File: config.mk
export PLATFORM = sky130hd
export DESIGN_NAME = instruction_encoder
export DESIGN_NICKNAME = d
export VERILOG_FILES = /design/src/rtl/instruction_encoder.sv
export SDC_FILE = /design/constraint.sdc
export NUM_CORES = 1
export LEC_CHECK = 0
export CORE_AREA = 2 2 141 102
export CTS_CLUSTER_DIAMETER = 100
export DETAILED_ROUTE_END_ITERATION = 8
export DIE_AREA = 0 0 143 104
export PLACE_DENSITY_LB_ADDON = 0.1
export SLEW_MARGIN = 20
export SYNTH_ARGS = -nofsm -noshare
export SYNTH_HDL_FRONTEND = slang
export SYNTH_SLANG_ARGS = --single-unit
File: constraint.sdc
create_clock -name clock -period 2.9 [get_ports clock]
set_input_delay 0.58 -clock clock [delete_from_list [all_inputs] [get_ports clock]]
set_output_delay 0.58 -clock clock [all_outputs]
set_load 0.02 [all_outputs]
File: src/rtl/instruction_encoder.sv
// Streaming packer: classifies decoded instruction fields, packs them into the 32-bit ISA word
// and emits them with sequential imem addresses. Optional: ENCODER_IMM_RANGE_CHECK_EN.
module instruction_encoder #(
   parameter int DEPTH  = 4096,
   parameter int ADDR_W = 12
) (
   input  logic              clock,
   input  logic              reset_n,
   input  logic              start,
   input  logic              in_valid,
   output logic              in_ready,
   input  logic              in_last,
   input  logic [4:0]        in_opcode,
   input  logic [4:0]        in_rd,
   input  logic [4:0]        in_rs,
   input  logic [4:0]        in_rt,
   input  logic [4:0]        in_shamt,
   input  logic [4:0]        in_aluop,
   input  logic [31:0]       in_imm,
   input  logic [26:0]       in_target,
   output logic              out_valid,
   input  logic              out_ready,
   output logic [31:0]       out_ins,
   output logic [ADDR_W-1:0] out_addr,
   output logic [7:0]        err_count,
   output logic              err_flag,
   output logic              done
);

   typedef enum logic [1:0] {ST_IDLE, ST_RUN, ST_DONE} state_e;
   typedef enum logic [2:0] {CLS_R, CLS_I, CLS_JI, CLS_JII, CLS_BAD} class_e;

   state_e            state_q, state_d;
   logic              out_valid_q, out_valid_d;
   logic [31:0]       out_ins_q, out_ins_d;
   logic [ADDR_W-1:0] out_addr_q, out_addr_d;
   logic [ADDR_W-1:0] addr_cnt_q, addr_cnt_d;
   logic [7:0]        err_count_q, err_count_d;
   logic              err_flag_q, err_flag_d;

   class_e            op_class;
   logic              imm_ok;
   logic              bundle_legal;
   logic [31:0]       packed_ins;
   logic              accept;
   logic              start_ok;
   logic              last_slot;

   always_comb begin
      op_class = CLS_BAD;
      case (in_opcode)
         5'b00000:                      op_class = CLS_R;
         5'b00101, 5'b00111, 5'b01000,
         5'b00010, 5'b00110, 5'b10001:  op_class = CLS_I;
         5'b00001, 5'b00011,
         5'b10110, 5'b10101:            op_class = CLS_JI;
         5'b00100:                      op_class = CLS_JII;
         default:                       op_class = CLS_BAD;
      endcase
   end

`ifdef ENCODER_IMM_RANGE_CHECK_EN
   // In range exactly when the upper bits are a sign extension of bit 16.
   assign imm_ok = (in_imm[31:16] == {16{in_imm[16]}});
`else
   logic unused_imm_hi;
   assign unused_imm_hi = ^in_imm[31:17];
   assign imm_ok        = 1'b1;
`endif

   assign bundle_legal = (op_class != CLS_BAD) && ((op_class != CLS_I) || imm_ok);

   always_comb begin
      // NOTE: every combinational output gets a default first so no path leaves it unassigned (no latch).
      packed_ins        = '0;
      packed_ins[31:27] = in_opcode;
      case (op_class)
         CLS_R:   packed_ins[26:2]  = {in_rd, in_rs, in_rt, in_shamt, in_aluop};
         CLS_I:   packed_ins[26:0]  = {in_rd, in_rs, in_imm[16:0]};
         CLS_JI:  packed_ins[26:0]  = in_target;
         CLS_JII: packed_ins[26:22] = in_rd;
         default: packed_ins[26:0]  = '0;
      endcase
   end

   assign in_ready  = (state_q == ST_RUN) && (!out_valid_q || out_ready);
   assign accept    = in_valid && in_ready;
   assign start_ok  = start && (state_q != ST_RUN) && !out_valid_q;
   assign last_slot = (addr_cnt_q == ADDR_W'(DEPTH - 1));

   always_comb begin
      state_d     = state_q;
      out_valid_d = out_valid_q && !out_ready;
      out_ins_d   = out_ins_q;
      out_addr_d  = out_addr_q;
      addr_cnt_d  = addr_cnt_q;
      err_count_d = err_count_q;
      err_flag_d  = err_flag_q;

      if (start_ok) begin
         state_d     = ST_RUN;
         addr_cnt_d  = '0;
         err_count_d = '0;
         err_flag_d  = 1'b0;
      end else if (accept) begin
         if (bundle_legal) begin
            out_valid_d = 1'b1;
            out_ins_d   = packed_ins;
            out_addr_d  = addr_cnt_q;
            addr_cnt_d  = addr_cnt_q + 1'b1;
            if (in_last || last_slot) state_d = ST_DONE;
         end else begin
            if (err_count_q != 8'hFF) err_count_d = err_count_q + 8'd1;
            err_flag_d = 1'b1;
            if (in_last) state_d = ST_DONE;
         end
      end
   end

   // NOTE: state registers use non-blocking assignments so all of them update together at the edge.
   always_ff @(posedge clock) begin
      if (!reset_n) begin
         state_q     <= ST_IDLE;
         out_valid_q <= 1'b0;
         out_ins_q   <= '0;
         out_addr_q  <= '0;
         addr_cnt_q  <= '0;
         err_count_q <= '0;
         err_flag_q  <= 1'b0;
      end else begin
         state_q     <= state_d;
         out_valid_q <= out_valid_d;
         out_ins_q   <= out_ins_d;
         out_addr_q  <= out_addr_d;
         addr_cnt_q  <= addr_cnt_d;
         err_count_q <= err_count_d;
         err_flag_q  <= err_flag_d;
      end
   end

   assign out_valid = out_valid_q;
   assign out_ins   = out_ins_q;
   assign out_addr  = out_addr_q;
   assign err_count = err_count_q;
   assign err_flag  = err_flag_q;
   assign done      = (state_q == ST_DONE) && !out_valid_q;

endmodule

### Yosys cells after proc, flatten, opt, wreduce, memory -nomap -nowiden

Memories as Yosys holds them, arrays and structs flattened.
Index checks and enable logic that the tools add are counted.

| operators by class | value |
|---|---|
| add/sub/neg operators | 2 |
| eq/ne operators | 11 |
| mux-type cells | 11 |
| bitwise gates (word level) | 3 |
| reductions and logical operators | 22 |

Operator list:

| cell | count |
|---|---|
| 20-bit one-hot mux with 3 select lines | 1 |
| 12-bit by 1-bit adder with 12-bit output, second input constant | 1 |
| 12-bit equality test, second input constant | 1 |
| 3-bit AND reduction | 4 |
| 5-bit one-hot mux with 2 select lines | 1 |
| 8-bit by 1-bit adder with 8-bit output, second input constant | 1 |
| 8-bit != test, second input constant | 1 |
| 3-bit by 2-bit equality test with 1-bit output, second input constant | 2 |
| 1-bit logical AND | 6 |
| 2-bit two-way mux | 3 |
| 1-bit two-way mux | 5 |
| 2-bit by 1-bit != test with 1-bit output, second input constant | 2 |
| 2-bit one-hot mux with 2 select lines | 1 |
| 2-bit AND reduction | 2 |
| 2-bit nonzero test | 2 |
| 3-bit by 1-bit equality test with 1-bit output, second input constant | 1 |
| 3-bit zero test | 1 |
| 3-bit by 1-bit != test with 1-bit output, second input constant | 1 |
| 3-bit != test, second input constant | 1 |
| 1-bit NOT | 3 |
| 3-bit nonzero test | 1 |
| 3-bit OR reduction | 1 |
| 2-bit by 1-bit equality test with 1-bit output, second input constant | 1 |
| 2-bit equality test, second input constant | 1 |
| other kinds (3) | 5 |

| word-level totals | value |
|---|---|
| bits in registers | 68 |
| bits in read-only memories | 96 |
| output and inout bits | 56 |
| memories kept | 1 |

Memory list:

| memory | depth | bits a word | rd ports | clocked after memory_dff | wr ports | RTL line | source |
|---|---|---|---|---|---|---|---|
| (no name shown) | 32 | 3 | 1 | 0 | 0 | 51 | `case (in_opcode)` |

### Longest topological paths before layout

Gate-level depths: netlist (run 1).

| depth | value |
|---|---|
| depth after elaboration | 6 |
| gate-level depth with buffers | 10 |

### Worst setup path after synthesis (run 1)

Ideal clock, no wire load.

| timing | value |
|---|---|
| kind | input to register |
| start point | input port in_opcode[0] |
| end point | register out_ins_q[0] (netlist: out_ins[0]) |
| arrival time | 2134 ps |
| required time | 2777 ps |
| path slack | 643 ps |
| stages on the path | 10 |
| path buffers | 2 |
| cell sequence | inv_1 -> ha_1 -> mux2_4 -> a22oi_2 -> or2_1 -> buf_6 -> nor2_8 -> buf_8 -> a221oi_1 -> nor2_1 |

| between the ends | value |
|---|---|
| longest elaborated chain between the ends | 3 |
| elaborated cells between the ends (all ways) | 6 |

Ends and longest elaborated chain:

| what | RTL line | source |
|---|---|---|
| start, declared | 13 | `input logic [4:0] in_opcode,` |
| memory read 32 x 3 bit * | n/a |  |
| 3-bit by 2-bit equality test with 1-bit output (tied with other cells) | 77 | `case (op_class)` |
| 2-bit one-hot mux with 2 select lines / 3-bit AND reduction (equally long branches) | n/a |  |
| end signal, assigned | 133 | `out_ins_q <= out_ins_d;` |
| end, declared | 35 | `logic [31:0] out_ins_q, out_ins_d;` |

Every way passes the cells marked *; elsewhere a longest branch is shown, timed or not.
A chain may end at the register's enable or synchronous reset.

### Worst setup path in the final report (run 1)

| timing | value |
|---|---|
| start point | input port in_opcode[0] |
| end point | register out_ins_q[21] (netlist: out_ins[21]) |

| between the ends | value |
|---|---|
| longest elaborated chain between the ends | 3 |
| elaborated cells between the ends (all ways) | 7 |

Ends and longest elaborated chain:

| what | RTL line |
|---|---|
| memory read 32 x 3 bit * | n/a |
| 3-bit by 2-bit equality test with 1-bit output (tied with other cells) | 77 |
| 20-bit one-hot mux with 3 select lines / 3-bit AND reduction (equally long branches) | n/a |

Marked as above.

==> flow_summary_export.csv, run 1 <==
group,metric,value,unit
status,outcome,"completed",
synthesis,seq_area_frac_synth,41.3,%
pwr,power,2.46,mW
route,antenna_violating_nets_left,0,
finish,nFillCells,1412,
setup_path,criticalPathCategory,"input pin to register",
setup_path,rrSetupSlack,1080,ps
setup_path,worst_r2r_startpoint,"state_q[0]$_SDFFE_PN0P_",
clock_network,cts.sink_count,68,
hold_path,worstHoldEndpoint,"out_addr[0]$_SDFFE_PN0P_",
timing,transition_at_the_pin_with_the_smallest_max_transition_slack,716,ps
synthesis,ys_warn_count,0,
global_routing,grt_first_pass_wirelength,17100,um
clock_network,clk_pin_slew,60,ps
finish,area_taken_by_multi_input_logic_gates,0.00177,mm^2
timing,setup_ws,174,ps
synthesis,netlist.area_leader.share,41.3,%
hold_path,hold_class,"register to register",
setup_path,cp_max_fo,26,
finish,insertedDiodeCount,0,
hold_path,hold_start,"out_addr[0]$_SDFFE_PN0P_",
setup_path,cp_data_required_time,3120,ps
setup_path,timing.critical_path.to_type,"register",
place,placedInstanceArea,0.00492,mm^2
floorplan,dieArea,0.0149,mm^2
clock_network,tritoncts,"built",
floorplan,die-height,104,um
synthesis,gate_count_post_synth,394,
finish,layout.cells.most_common,"clkdlybuf4s50_1",
floorplan,die_w,143,um
pwr,power_density_over_cell_area,471,mW/mm^2
place,place_congestion,0.749,
route,viasPerCell,4.51,
floorplan,core.rowCount,36,
place,place_ws,-366,ps
timing,final_hold_viol_count,0,
route,drc,0,
timing,final_period_minus_worst_setup_slack,2730,ps
timing,finalHoldWorstSlack,463,ps
setup_path,cpPeakStageDelay,490,ps
global_routing,number_of_antenna_violations_at_the_first_check_in_global_routing,0,
route,drt-wirelength-per-cell,14.8,um
global_routing,global_route.overflow_total,0,
global_routing,track_usage,14.5,%
timing,final_clock_period_utilization_by_the_worst_path,94.0,%
setup_path,critical_path_buf_inv_count,3,
finish,finish.net_count,637,
timing,max_slew_margin,52.3,%
synthesis,synth.area.top_cells,"dfxtp_1 (41%), nand2_1 (7.0%), nor2_1 (5.0%), a21boi_0 (4.1%), nand3_1 (4.1%)",
finish,area_delta_synth_final,58.4,%
setup_path,crit_start,"in_opcode[0]",
timing,final_skew,6.95,ps
clock_network,worst_skew_pair.late_latency,330,ps
place,hpwl_reported_at_the_end_of_detailed_placement,7870,um
route,final_routed_wirelength_across_all_metal_layers,10800,um
setup_path,critical_path.top_delay_family,"buffers and inverters",
floorplan,io_pins,151,
synthesis,postSynth.asyncResetShare,0,%
synthesis,postSynthAreaPerCell,8.36,um^2
synthesis,post_synth_num_cell_types,41,
route,num_vias,3299,
global_routing,grt_start_max_net_pins,32,
synthesis,synthFlopType,"dfxtp_1",
clock_network,cts_hold_buffers,0,
clock_network,clock_tree.root_cell,"clkbuf_16",
finish,drive_above_1_share,9.96,%
pwr,p_leak,1.91,nW
finish,layout.cell_area.non_filler,0.00522,mm^2
synthesis,synth_enable_flop_cells,0,
hold_path,timing.hold.worst_path_depth,2,
timing,fin_tns_setup,0,ps
setup_path,path_cells,"clkdlybuf4s50_1, inv_1, ha_1, mux2_4, a22oi_2, or2_1, nor2_8, buf_4, a221oi_1, nor2_1",
timing,final-setup-viol-count,0,
route,first_pass_iters,4,
pwr,peakVddDrop,0.294,mV
synthesis,synth.ff_latch_count,68,
synthesis,synth_area_leader_cell,"dfxtp_1",
setup_path,critical_path_arrival,2940,ps
clock_network,cts.path.max_buffers,2,
clock_network,cts-buffers-inserted,9,
synthesis,syn-cell-area,0.00329,mm^2
place,place.port_buffers,135,
setup_path,critPathLaunchType,"input pin",
job,max_cap_violations,0,
synthesis,mappedNetlistNets,494,
floorplan,effective_utilization_at_floorplan,24.3,%
floorplan,core_area,0.0136,mm^2
finish,most-common-layout-cells,"clkdlybuf4s50_1 (135), dfxtp_1 (68), nand2_1 (60)",
setup_path,r2r-end,"out_ins[13]$_SDFFE_PN0P_",
global_routing,first_global_vias,3270,
timing,setup_repair_after_global_routing_missed_its_margin,"false",
route,drt_iter0_markers,129,
timing,maxClockFrequency,367,MHz
setup_path,worst_path_max_delay_cell,"clkdlybuf4s50_1",
setup_path,reg2regPathDepth,5,
timing,final-max-slew-violation-count,0,
clock_network,htree_num_levels,3,
finish,seqCellArea,0.00136,mm^2
[registers in the layout, summed over array words and instances (netlist names)]
signal      flops
out_ins        32
addr_cnt_q     12
out_addr       12
err_count       8
state_q         2
err_flag        1
out_valid       1
[how the worst max path moves through the flow]
stage                                to  slack (ps)  cells after the start
2_1_floorplan   out_ins[0]$_SDFFE_PN0P_         640                     10
3_3_place_gp    out_ins[0]$_SDFFE_PN0P_        -300                      9
3_5_place_dp    out_ins[1]$_SDFFE_PN0P_        -370                      9
4_1_cts        out_ins[21]$_SDFFE_PN0P_         180                     10
5_1_grt        out_ins[21]$_SDFFE_PN0P_          30                     10
6_report       out_ins[21]$_SDFFE_PN0P_         170                     10
[final cells by class]
type / count / area share, %
sequential: 68 / 26.1
clock buffer: 9 / 4.32
clock inverter: 7 / 1.44
tap: 190 / 4.56
inverter: 3 / 0.216
timing repair buffer: 160 / 29.5
multi-input combinational: 295 / 33.9
[power by group]
group | internal (mW) | total (mW) | leakage [nW] | switching (mW)
registers | 0.955 | 0.966 | 0.550 | 0.0110
clock network | 0.670 | 1.10 | 0.150 | 0.434
logic | 0.208 | 0.388 | 1.21 | 0.180
[cell usage after synthesis, types with 2 or more instances]
| master | instances |
|---|---|
| buf_2 | 9 |
| a21oi_1 | 26 |
| dfxtp_1 | 68 |
| buf_1 | 4 |
| a221oi_1 | 6 |
| and3_1 | 10 |
| o21ai_0 | 14 |
| a211oi_1 | 17 |
| nor2b_1 | 4 |
| xnor2_1 | 3 |
| buf_6 | 4 |
| clkbuf_1 | 7 |
| nand3_1 | 27 |
| nand2b_1 | 2 |
| mux2i_1 | 6 |
| a21boi_0 | 18 |
| buf_4 | 3 |
| nand2_1 | 61 |
| xor2_1 | 13 |
| nor2_1 | 44 |
| nand4_1 | 6 |
| ha_1 | 5 |
| inv_1 | 3 |
| a21o_1 | 16 |
| nor3_1 | 2 |
[kinds of logic (layout without fill, tap and decap cells)]
group	Yosys count	count (layout)	share of synthesized area (%)
flip-flops	68	68	41.3
multiplexers	7	7	2.28
AND/OR/NAND/NOR	163	163	22.5
XOR/XNOR	16	16	4.25
adder cells (fa/ha/maj)	5	5	1.90
buffers and inverters	31	179	5.47
AO/OA/AOI/OAI	104	104	22.3
[per-stage QoR]
stage	cells	util [%]
after floorplan	394	-
after global placement	716	36.3
after detailed placement	716	36.3
after CTS	732	38.5
after global routing	732	38.5
final	732	38.5
[worst register-to-register path, stage by stage (launching register included)]
cell	delay [ps]
dfxtp_1	340
nor2b_1	240
and3_1	270
nand2_2	100
o31ai_4	600
a211oi_1	120
[per-layer routing]
metal  GRT usage (%)  part of all wire, %
met5               0                    0
met2            22.8                   45
met4            3.61                 0.69
met1            18.9                   49
met3            5.02                  6.0
[repair_timing]
action / 4_1_cts / 5_1_grt
resized for setup: 1 / 0
setup buffers: 0 / 0
setup endpoints to repair: 2 / 0
No activity file was read; power rests on OpenSTA's default activity.
==> run 2, diff against run 1 <==
CORE_AREA = 2 2 109 80   (was 2 2 141 102)
DIE_AREA = 0 0 111 82   (was 0 0 143 104)
SLEW_MARGIN = default   (was 20)
==> run 2 against run 1 <==
Setup slack gained 130 ps; register-to-register slack is essentially flat; cell count shrank 12%; global-route usage grew 7.3 points; critical path depth shrank 1; non-clock buffer count shrank 3; critical endpoint is now out_ins[0]$_SDFFE_PN0P_.
==> flow_summary_export.csv, run 2 (synthesis gave the netlist of run 1 again) <==
group,metric,value,unit
setup_path,critical_path_arrival,2820,ps
finish,core_occupancy_in_the_finished_layout,63.9,%
timing,final-max-slew-violation-count,0,
place,dpl.cell_count,628,
clock_network,worst_skew_pair.late_latency,340,ps
floorplan,core_area,0.00809,mm^2
route,drt-wirelength-per-cell,14.5,um
clock_network,post_cts.resized_instances,0,
place,place.port_buffers,135,
global_routing,first_global_vias,3201,
timing,fin_tns_setup,0,ps
clock_network,cts.path.max_buffers,2,
finish,most-common-layout-cells,"clkdlybuf4s50_1 (135), dfxtp_1 (68), nand2_1 (61)",
setup_path,cp_data_required_time,3120,ps
place,place_congestion,0.796,
finish,largest_register_ffs,32,
pwr,switching_power,0.601,mW
floorplan,core.rowCount,28,
global_routing,global_route.overflow_total,0,
setup_path,cp_max_fo,27,
pwr,peakVddDrop,0.355,mV
finish,area_delta_synth_final,57.0,%
clock_network,cts.repair_timing.setup_buffer_count,0,
clock_network,cts.sink_count,68,
timing,final_clock_period_utilization_by_the_worst_path,89.5,%
timing,transition_at_the_pin_with_the_smallest_max_transition_slack,676,ps
floorplan,io_pins,151,
pwr,power,2.66,mW
pwr,power_report.internal_total,2.06,mW
global_routing,use_met1,27.4,%
route,first_pass_iters,4,
global_routing,number_of_antenna_violations_at_the_first_check_in_global_routing,0,
global_routing,most_congested_layer_reported_by_global_routing,"met2",
clock_network,clk_pin_slew,60,ps
timing,final_period_minus_worst_setup_slack,2600,ps
timing,maxClockFrequency,385,MHz
finish,insertedDiodeCount,0,
finish,layout.cells.most_common,"clkdlybuf4s50_1",
pwr,p_leak,1.93,nW
timing,setup_repair_after_global_routing_missed_its_margin,"false",
clock_network,tritoncts,"built",
route,num_vias,3263,
floorplan,die-height,82,um
clock_network,htree_num_levels,3,
route,final_routed_wirelength_across_all_metal_layers,9340,um
finish,finish.net_count,634,
job,max_cap_violations,0,
timing,final_hold_viol_count,0,
clock_network,clock_tree.root_cell,"clkbuf_16",
timing,final_skew,5.94,ps
floorplan,effective_utilization_at_floorplan,40.7,%
clock_network,cts_hold_buffers,0,
pwr,p_comb_share,14.4,%
hold_path,hold_class,"register to register",
setup_path,criticalPathCategory,"input pin to register",
route,drc,0,
place,hpwl_reported_at_the_end_of_detailed_placement,6790,um
timing,final-setup-viol-count,0,
floorplan,dieArea,0.00910,mm^2
pwr,netSwitchingFraction,22.6,%
pwr,share_clk_of_total_power,49.2,%
status,outcome,"completed",
finish,drive_above_1_share,9.28,%
global_routing,track_usage,21.8,%
global_routing,grt_first_pass_wirelength,15700,um
route,antenna_violating_nets_left,0,
floorplan,die_w,111,um
timing,max_slew_margin,54.9,%
global_routing,groute.layer.met3.usage,7.53,%
pwr,power_density_over_cell_area,514,mW/mm^2
route,drt_iter0_markers,128,
global_routing,grt_start_max_net_pins,40,
clock_network,cts-buffers-inserted,9,
setup_path,timing.critical_path.to_type,"register",
pwr,seq_power_share,36.4,%
route,viasPerCell,5.07,
finish,final_cells,644,
setup_path,critPathLaunchType,"input pin",
global_routing,grt_use_met2,35.4,%
==> run 2: cell type report <==
type	instances	area [um^2]
clock buffers	11	253
clock inverters	5	106
fillers	725	2920
inverters	3	11.3
multi-input cells	295	1770
flip-flops and latches	68	1360
well taps	105	131
repair buffers	157	1540
==> run 2: metrics by stage <==
stage / hold slack [ps] / area, um^2 / worst slack, ps
2_1_floorplan: 447 / 3290 / 643
3_3_place_gp: 450 / 4810 / -197
3_5_place_dp: 458 / 4810 / -255
4_1_cts: 467 / 5170 / 96.6
5_1_grt: 490 / 5170 / 120
6_report: 460 / 5170 / 303
==> run 2: worst paths after layout <==
path | startpoint | endpoint | slack, ps | cells past startpoint
setup reg to reg | state_q[0]$_SDFFE_PN0P_ | out_ins[5]$_SDFFE_PN0P_ | 1070 | 5
hold / removal | out_addr[3]$_SDFFE_PN0P_ | out_addr[3]$_SDFFE_PN0P_ | 460 | 2
setup / recovery | in_opcode[1] | out_ins[0]$_SDFFE_PN0P_ | 300 | 9
hold reg to reg | out_addr[3]$_SDFFE_PN0P_ | out_addr[3]$_SDFFE_PN0P_ | 460 | 2
==> run 2: per-layer routing <==
metal	share of wire (%)	routed length, um
met1	47	4420
met5	0	0
met3	6.7	628
met4	1.5	143
met2	44	4150
==> run 2: critical path, cell delays in order <==
cell	delay, ps
clkdlybuf4s50_1	500
inv_1	70
ha_1	290
mux2_4	270
a22oi_2	210
or2_1	320
nor2_8	160
a221oi_1	340
nor2_1	80
==> run 2: power groups by stage <==
stage / Clock (mW) / Sequential, mW / Combinational [mW]
6_report: 1.31 / 0.967 / 0.383
3_3_place_gp: 0 / 0.986 / 0.378
3_5_place_dp: 0 / 0.987 / 0.382
2_1_floorplan: 0 / 1.01 / 0.161
4_1_cts: 1.33 / 0.967 / 0.384
5_1_grt: 1.37 / 0.969 / 0.416
